--- src/rtl/pc_sequencer.sv ---
// Fetch-stage program counter with sequential, jump, branch and
// call/return sequencing through a small return-address stack.
module pc_sequencer #(
    parameter int                WIDTH      = 8,
    parameter int                STEP       = 1,
    parameter int                DEPTH      = 4,
    parameter logic [WIDTH-1:0]  RESET_ADDR = '0,
    localparam int               SP_W       = $clog2(DEPTH + 1)
) (
    input  logic             clk,
    input  logic             reset,
    input  logic             stall,
    input  logic [2:0]       op,
    input  logic             cond,
    input  logic [WIDTH-1:0] target,
    input  logic [WIDTH-1:0] offset,
    output logic [WIDTH-1:0] pc,
    output logic [SP_W-1:0]  sp,
    output logic             stack_full,
    output logic             stack_empty,
    output logic             ovf_err,
    output logic             unf_err
);

    localparam int               IDX_W  = (DEPTH > 1) ? $clog2(DEPTH) : 1;
    localparam logic [WIDTH-1:0] STEP_W = WIDTH'(STEP);
    localparam logic [SP_W-1:0]  FULL_N = SP_W'(DEPTH);

    localparam logic [2:0] OP_JUMP   = 3'b001;
    localparam logic [2:0] OP_BRANCH = 3'b010;
    localparam logic [2:0] OP_CALL   = 3'b011;
    localparam logic [2:0] OP_RET    = 3'b100;

    logic [WIDTH-1:0] stack [DEPTH];

    logic [WIDTH-1:0] seq_pc;
    logic [WIDTH-1:0] pc_next;
    logic [SP_W-1:0]  sp_next;
    logic [SP_W-1:0]  sp_dec;
    logic [IDX_W-1:0] push_idx;
    logic [IDX_W-1:0] top_idx;
    logic             ovf_next;
    logic             unf_next;
    logic             push;

    assign stack_full  = (sp == FULL_N);
    assign stack_empty = (sp == '0);
    assign seq_pc      = pc + STEP_W;
    assign sp_dec      = sp - SP_W'(1);
    assign push_idx    = IDX_W'(sp);
    assign top_idx     = IDX_W'(sp_dec);

    always_comb begin
        pc_next  = seq_pc;
        sp_next  = sp;
        ovf_next = ovf_err;
        unf_next = unf_err;
        push     = 1'b0;
        case (op)
            OP_JUMP:   pc_next = target;
            OP_BRANCH: pc_next = cond ? pc + offset : seq_pc;
            OP_CALL: begin
                if (stack_full) begin
                    pc_next  = pc;
                    ovf_next = 1'b1;
                end else begin
                    pc_next = target;
                    sp_next = sp + SP_W'(1);
                    push    = 1'b1;
                end
            end
            OP_RET: begin
                if (stack_empty) begin
                    pc_next  = pc;
                    unf_next = 1'b1;
                end else begin
                    pc_next = stack[top_idx];
                    sp_next = sp_dec;
                end
            end
            default:   pc_next = seq_pc;
        endcase
    end

    always_ff @(posedge clk) begin
        if (!reset) begin
            pc      <= RESET_ADDR;
            sp      <= '0;
            ovf_err <= 1'b0;
            unf_err <= 1'b0;
        end else if (!stall) begin
            pc      <= pc_next;
            sp      <= sp_next;
            ovf_err <= ovf_next;
            unf_err <= unf_next;
        end
    end

    // Stack contents are don't-care after reset, so no reset term here.
    always_ff @(posedge clk) begin
        if (reset && !stall && push) begin
            stack[push_idx] <= seq_pc;
        end
    end

endmodule

--- config.mk ---
export PLATFORM = sky130hd
export DESIGN_NAME = pc_sequencer
export DESIGN_NICKNAME = d
export VERILOG_FILES = /design/src/rtl/pc_sequencer.sv
export SDC_FILE = /design/constraint.sdc
export NUM_CORES = 1
export LEC_CHECK = 0
export CORE_MARGIN = 2
export CORE_UTILIZATION = 48
export DETAILED_ROUTE_END_ITERATION = 10
export PLACE_DENSITY = 0.69
export SYNTH_ARGS = -nofsm -noshare
export SYNTH_HDL_FRONTEND = slang
export SYNTH_SLANG_ARGS = --single-unit
export TNS_END_PERCENT = 50
--- constraint.sdc ---
create_clock -name clk -period 4.31 [get_ports clk]
set_input_delay 0.862 -clock clk [delete_from_list [all_inputs] [get_ports clk]]
set_output_delay 0.862 -clock clk [all_outputs]
set_load 0.01 [all_outputs]
==> parameters.txt, run 1 <==
Parameter                              Value

CTS
  Count of buffers added by post-CTS timing repair for setup ... 0
  CTS tree ... built
  Number of hold buffers added after cts ... 0
  Number of buffers on the longest clock path ... 2
  Clk_lat worst skew ... 0.30 ns
  CTS buffer count ... 5
  Reg clk slew, reported paths ... 0.09 ns
  Clock H-tree levels ... 2
  Root buffer selected by CTS ... clkbuf_8
  Number of sinks driven by the clock tree ... 45
  PostCTS Resize Cnt ... 0

STA
  Count of final setup violators ... 0
  Share of the cycle needed by the critical path after routing ... 73.7%
  Clock period minus worst slack ... 3.18 ns
  Hold Violations, Final ... 0
  Post-route setup TNS ... 0 ns
  Minimum setup slack in the final design ... 1.13 ns
  Setup repair after global routing missed its margin ... no
  Fmax achieved ... 315 MHz
  Max Slew Vio Count ... 0
  Max transition margin ... 49.2%
  Transition at the pin with the smallest max-transition slack ... 0.752 ns
  Worst-case clock skew ... 0.00575 ns

Yosys
  Post-Syn Nets ... 263
  Async set or reset register ratio after synthesis ... 0%
  Complex-gate fraction of the synthesized area ... 15.3%
  Post-synth top area share ... 36.1%
  Largest family of logic cells by synthesized area ... compound AO/OA/AOI/OAI gates
  Yosys top cell by area ... edfxtp_1
  Area contributors post-synth ... edfxtp_1, dfxtp_1, mux4_2, ha_1, xnor2_1
  Synthesized flop and latch total ... 45
  Combined area of all synthesized cells ... 0.00266 mm^2
  Main flop type after synthesis ... edfxtp_1
  Warnings, synthesis ... 0
  Fraction of the mapped netlist area in simple logic gates ... 14.7%
  Post-synthesis share of cell area spent on xor and xnor gates ... 4.28%
  Multiplexer share of the synthesized area ... 9.07%
  Synth Area in Adders ... 6.86%
  Mean Syn Cell Area ... 11.8 um^2
  Synthesized instance count ... 226
  Number of flops mapped to enable cells by yosys ... 32
  Count of unique library cells instantiated by Yosys ... 59
  Sequential cell area fraction in the yosys report ... 45.9%

Cells and area
  Top library cells by usage in the layout, fill and taps aside ... clkdlybuf4s50_1, edfxtp_1, ha_1, dfxtp_1, nand2_1
  Share of layout cells above drive strength 1 ... 9.54%
  Layout overhead on the synthesized area ... 18.4%
  Number of diodes ... 0
  Final layout net count ... 298
  Core Util, Final ... 57.9%
  Commonest non-fill, non-tap cell in the layout ... clkdlybuf4s50_1

Critical path
  Data arrival time of the worst path ... 2.32 ns
  Critical path class ... reg2out
  Largest driver fanout on the critical path ... 12
  Critical path, cell by cell ... inv_1, ha_1, nor2b_1, clkdlybuf4s50_1
  Kind of capture point of the worst setup path ... output pin
  Required time worst endpoint ... 3.45 ns
  Cell count of the worst reg-to-reg path ... 6
  Largest stage delay, worst path ... 0.74 ns
  Critical Path Slowest Stage Cell ... dfxtp_1
  Kind of start point of the critical path ... flop

Routing
  Starting DRT DRC Count ... 214
  Met3 wire length ... 317 um
  First-pass DRT Iterations ... 4
  Number of antenna-violating nets in the routed design ... 0
  Number of design rule violations left after detail routing ... 0
  Total Wirelength ... 5770 um
  Total number of vias ... 1946
  Metal2 WL ... 2800 um
  Uppermost metal layer occupied by signal nets ... met4
  Wl on met1 ... 2610 um
  Average wire length per cell after detail routing ... 17.3 um
  Vias per std cell ... 5.83

Floorplan
  Initial core utilization ... 48.9%
  DIE WIDTH ... 78.5 um
  Cell row count ... 27
  Full die area ... 0.00616 mm^2
  Core Area ... 0.00544 mm^2
  Chip Height ... 78.5 um
  Top-level I/O count ... 38

Power
  Peak supply drop ... 0.000190 V
  Part of the power in the clock network ... 27.9%
  Leak pwr ... 1.08 nW
  Relative contribution of sequential cells to total power ... 51.3%
  P_int ... 692 uW
  Combinational group share of total power ... 20.8%
  Pwr Density ... 306 mW/mm^2
  Switching power as a share of total power ... 28.1%
  Sw Pwr ... 270 uW

GRT
  Global-route wire length before repair ... 9350 um
  Pin count of the biggest net entering global routing ... 23
  Sum of overflow across all layers after global routing ... 0
  Number of antenna violations at the first check in global routing ... 0
  Global Route Usage Sum ... 19.8%
  Via count of the first global-routing pass ... 1912

Placed design
  Post-DP HPWL ... 4480 um
  RD Place Congestion ... 0.890
  Number of port buffers ... 37
  Worst setup slack before clock tree synthesis ... 1.04 ns

Min path
  Worst Hold Depth ... 1
  Type of the most critical hold path ... reg2reg

Flow run
  Max-cap violation count ... 0

Status
  Run status ... complete, no violations
==> registers in the layout (all words and copies together), names as in the netlist <==
register / flops
pc: 8
unf_err: 1
sp: 3
ovf_err: 1
stack: 32
==> cells in the mapped netlist, types with 7 or more instances <==
cell	number
inv_1	7
o21ai_0	7
mux4_2	8
nor2_1	11
a21oi_1	9
nand2_1	12
dfxtp_1	13
ha_1	13
edfxtp_1	32
nand3_1	9
a211oi_1	9
xnor2_1	10
==> power by group through the flow <==
| stage | Sequential (mW) | Combinational [mW] | Clock (mW) |
|---|---|---|---|
| detailed placement | 0.504 | 0.199 | 0 |
| finish | 0.494 | 0.200 | 0.269 |
| global route | 0.496 | 0.219 | 0.288 |
| floorplan | 0.501 | 0.130 | 0 |
| CTS | 0.494 | 0.200 | 0.275 |
| global placement | 0.504 | 0.198 | 0 |
==> cell type report <==
| type | instances | area, um^2 |
|---|---|---|
| inverters | 8 | 30.0 |
| flip-flops and latches | 45 | 1220 |
| clock buffers | 5 | 68.8 |
| well taps | 72 | 90.1 |
| clock inverters | 3 | 25.0 |
| repair buffers | 38 | 378 |
| fillers | 480 | 2290 |
| multi-input cells | 163 | 1340 |
==> worst max-delay path, delay by kind of cell (launching register included) <==
family,cells,cell delay [ns]
flip-flops,1,0.74
buffers and inverters,2,0.71
adder cells (fa/ha/maj),1,0.37
AND/OR/NAND/NOR,1,0.19
==> path summary, 6_finish.rpt <==
| kind | start | end | slack (ns) |
|---|---|---|---|
| hold / removal | ovf_err | ovf_err | 0.49 |
| setup / recovery | sp[0] | stack_empty | 1.13 |
| setup reg to reg | sp[0] | stack[2][5] | 1.62 |
| hold reg to reg | ovf_err | ovf_err | 0.49 |
==> logic make-up after synthesis <==
group,after synthesis
buf+inv,18
mux,14
compound gates,58
xor+xnor,13
simple gates,64
flops,45
fa+ha+maj,14
==> stage by stage <==
stage	instance area [um^2]	std cells	hold WS (ns)	power, mW
6_report	3150	334	0.490	0.963
3_3_place_gp	3060	326	0.459	0.702
3_5_place_dp	3060	326	0.461	0.703
5_1_grt	3150	334	0.516	1.00
4_1_cts	3150	334	0.493	0.970
2_1_floorplan	2660	226	0.509	0.631
==> per-layer routing <==
metal | vias up | track usage [%]
met3 | 4 | 3.91
met5 | - | 0
met1 | 935 | 27.5
met4 | 0 | 4.21
met2 | 63 | 32.6
li1 | 944 | -
Note: power is estimated with default switching activity, not from simulation.
==> run 2: changes to the inputs <==
- PLACE_DENSITY: 0.69 -> 0.71
- clock period: 4.31 -> 2.8 ns (I/O delays scaled with it)
==> run 2 against run 1 <==
Worst hold slack worse by 0.0038 ns; first-iteration DRC count is 22% lower; via count is 2.8% higher; combinational power is 60% higher; critical path type unchanged; highest routed layer unchanged.
==> parameters.txt, run 2 (synthesized netlist as in run 1, its figures left out) <==
Parameter                              Value

Status
  Run status ... complete, no violations

GRT
  Global-route wire length before repair ... 10000 um (+7.1%)
  Sum of overflow across all layers after global routing ... 0 (unchanged)
  Via count of the first global-routing pass ... 1972 (+3.1%)
  Global Route Usage Sum ... 21.3% (+1.5 points)
  Pin count of the biggest net entering global routing ... 19 (-17%)
  Number of antenna violations at the first check in global routing ... 0 (unchanged)

Power
  Peak supply drop ... 0.000250 V (+32%)
  Pwr Density ... 486 mW/mm^2 (+59%)
  Leak pwr ... 1.13 nW (+4.7%)

CTS
  Count of buffers added by post-CTS timing repair for setup ... 0 (unchanged)
  Number of sinks driven by the clock tree ... 45 (unchanged)
  Number of buffers on the longest clock path ... 2 (unchanged)
  PostCTS Resize Cnt ... 0 (unchanged)
  Reg clk slew, reported paths ... 0.09 ns (about the same)
  CTS buffer count ... 5 (unchanged)
  Root buffer selected by CTS ... clkbuf_8
  CTS tree ... built
  Clk_lat worst skew ... 0.30 ns (about the same)
  Number of hold buffers added after cts ... 0 (unchanged)
  Clock H-tree levels ... 2 (unchanged)

Critical path
  Delay-heaviest family, CP ... buffers and inverters
  Required time worst endpoint ... 2.24 ns (-1.21 ns)
  Critical path, cell by cell ... inv_1, ha_1, nor2b_1, clkdlybuf4s50_1
  Largest driver fanout on the critical path ... 6 (-6)
  Largest stage delay, worst path ... 0.58 ns (-0.16 ns)
  Data arrival time of the worst path ... 1.99 ns (-0.33 ns)
  Worst Path Buf+Inv ... 2 (unchanged)
  Cell count of the worst reg-to-reg path ... 7 (+1)
  Reg-to-reg endpoint ... stack[3][1]
  Critical path class ... reg2out
  FF-to-FF Start ... sp[1]
  Kind of start point of the critical path ... flop
  Register-to-register setup slack ... 0.62 ns (-1.00 ns)
  Kind of capture point of the worst setup path ... output pin
  Critical Path Slowest Stage Cell ... clkdlybuf4s50_1

Floorplan
  DIE WIDTH ... 78.5 um (unchanged)
  Core Area ... 0.00544 mm^2 (unchanged)
  Full die area ... 0.00616 mm^2 (unchanged)
  Top-level I/O count ... 38 (unchanged)
  Cell row count ... 27 (unchanged)
  Initial core utilization ... 48.9% (unchanged)
  Chip Height ... 78.5 um (unchanged)

STA
  Hold Violations, Final ... 0 (unchanged)
  Post-route setup TNS ... 0 ns (unchanged)
  Max Slew Vio Count ... 0 (unchanged)
  Transition at the pin with the smallest max-transition slack ... 0.610 ns (-0.142 ns)
  Fmax achieved ... 392 MHz
  Min Hold Slack ... 0.486 ns (-0.00381 ns)
  Worst-case clock skew ... 0.00677 ns (+0.00102 ns)
  Setup repair after global routing missed its margin ... no
  Clock period minus worst slack ... 2.55 ns
  Share of the cycle needed by the critical path after routing ... 91.1%
  Max transition margin ... 59.0% (+9.9 points)
  Count of final setup violators ... 0 (unchanged)

Flow run
  Max-cap violation count ... 0 (unchanged)

Min path
  Type of the most critical hold path ... reg2reg
  Worst Hold Launch ... ovf_err
  Worst Hold Depth ... 1 (unchanged)
  Hold endpoint ... ovf_err

Routing
  Vias per std cell ... 5.85 (+0.42%)
  Starting DRT DRC Count ... 167 (-22%)
  Total Wirelength ... 5940 um (+3.1%)
  Metal2 WL ... 2780 um (-0.57%)
  First-pass DRT Iterations ... 5 (+1)
  Number of design rule violations left after detail routing ... 0 (unchanged)
  Number of antenna-violating nets in the routed design ... 0 (unchanged)
  Average wire length per cell after detail routing ... 17.4 um (+0.64%)
  Met3 wire length ... 309 um (-2.5%)
  Total number of vias ... 2001 (+2.8%)
  Wl on met1 ... 2740 um (+5.0%)
  Uppermost metal layer occupied by signal nets ... met4

Placed design
  Post-DP HPWL ... 4420 um (-1.5%)
  Number of port buffers ... 37 (unchanged)
  RD Place Congestion ... 0.890 (about the same)
  Post-DP Area ... 0.00312 mm^2 (+2.0%)

Cells and area
  Top library cells by usage in the layout, fill and taps aside ... clkdlybuf4s50_1, edfxtp_1, ha_1, dfxtp_1, nand2_1
  Number of diodes ... 0 (unchanged)
  Layout overhead on the synthesized area ... 21.3%
  Flip-flop count of the largest register after layout ... 32 (unchanged)
  Leading registers by flop count ... stack: 32 flops, pc: 8 flops, sp: 3 flops
  Most flop-heavy register ... stack
  Share of layout cells above drive strength 1 ... 11.9% (+2.3 points)
  Commonest non-fill, non-tap cell in the layout ... clkdlybuf4s50_1
  Final layout net count ... 306 (+2.7%)
  Total non-filler cell area in the finished layout ... 0.00323 mm^2 (+2.5%)
[run 2: cell types whose count changed in the layout (fill, tap and decap cells not counted)]
cell / before / now
clkinvlp_4: 1 / 0
clkinv_4: 0 / 1
bufinv_16: 0 / 1
inv_6: 2 / 0
buf_4: 1 / 9
clkbuf_1: 0 / 1
[run 2: area by class of cell]
| cell class | count | area [um^2] |
|---|---|---|
| sequential | 45 | 1220 |
| multi-input combinational | 163 | 1340 |
| timing repair buffer | 46 | 438 |
| fill | 461 | 2210 |
| clock inverter | 2 | 38.8 |
| inverter | 8 | 30.0 |
| clock buffer | 6 | 72.6 |
| tap | 72 | 90.1 |
[run 2: worst max path at each step]
stage / start / end / slack (ns) / cells after the start
2_1_floorplan: sp[0] / stack[3][0] / 0.62 / 7
3_3_place_gp: offset[0] / pc[6] / 0.20 / 8
3_5_place_dp: offset[0] / pc[6] / 0.15 / 8
4_1_cts: sp[1] / stack_empty / 0.24 / 4
5_1_grt: sp[1] / stack_empty / 0.16 / 4
6_report: sp[1] / stack_empty / 0.25 / 4
[run 2: worst register-to-register path: cells and delay by family (launching register included)]
kind / cells / cell delay, ns
AND/OR/NAND/NOR: 3 / 0.79
flip-flops: 1 / 0.38
buffers and inverters: 3 / 0.35
adder cells (fa/ha/maj): 1 / 0.31
[run 2: power by group]
group	switching, mW	internal (mW)	leakage, nW
sequential	0.0224	0.733	0.398
combinational	0.164	0.157	0.682
clock	0.223	0.268	0.0554
total	0.409	1.16	1.13
[run 2: through the flow]
| step | setup slack (ns) | cells | total power [mW] | util [%] |
|---|---|---|---|---|
| after floorplan | 0.618 | 226 | 0.971 | - |
| after global placement | 0.198 | 334 | 1.09 | 57.3 |
| after CTS | 0.238 | 342 | 1.58 | 59.4 |
| final | 0.249 | 342 | 1.57 | 59.4 |
| after global routing | 0.159 | 342 | 1.64 | 59.4 |
| after detailed placement | 0.150 | 334 | 1.09 | 57.3 |
[run 2: per-layer routing]
layer | global-route usage [%] | vias to the layer above
met5 | 0 | -
met4 | 8.07 | 0
met3 | 3.10 | 10
met2 | 33.5 | 61
met1 | 30.0 | 971
li1 | - | 959
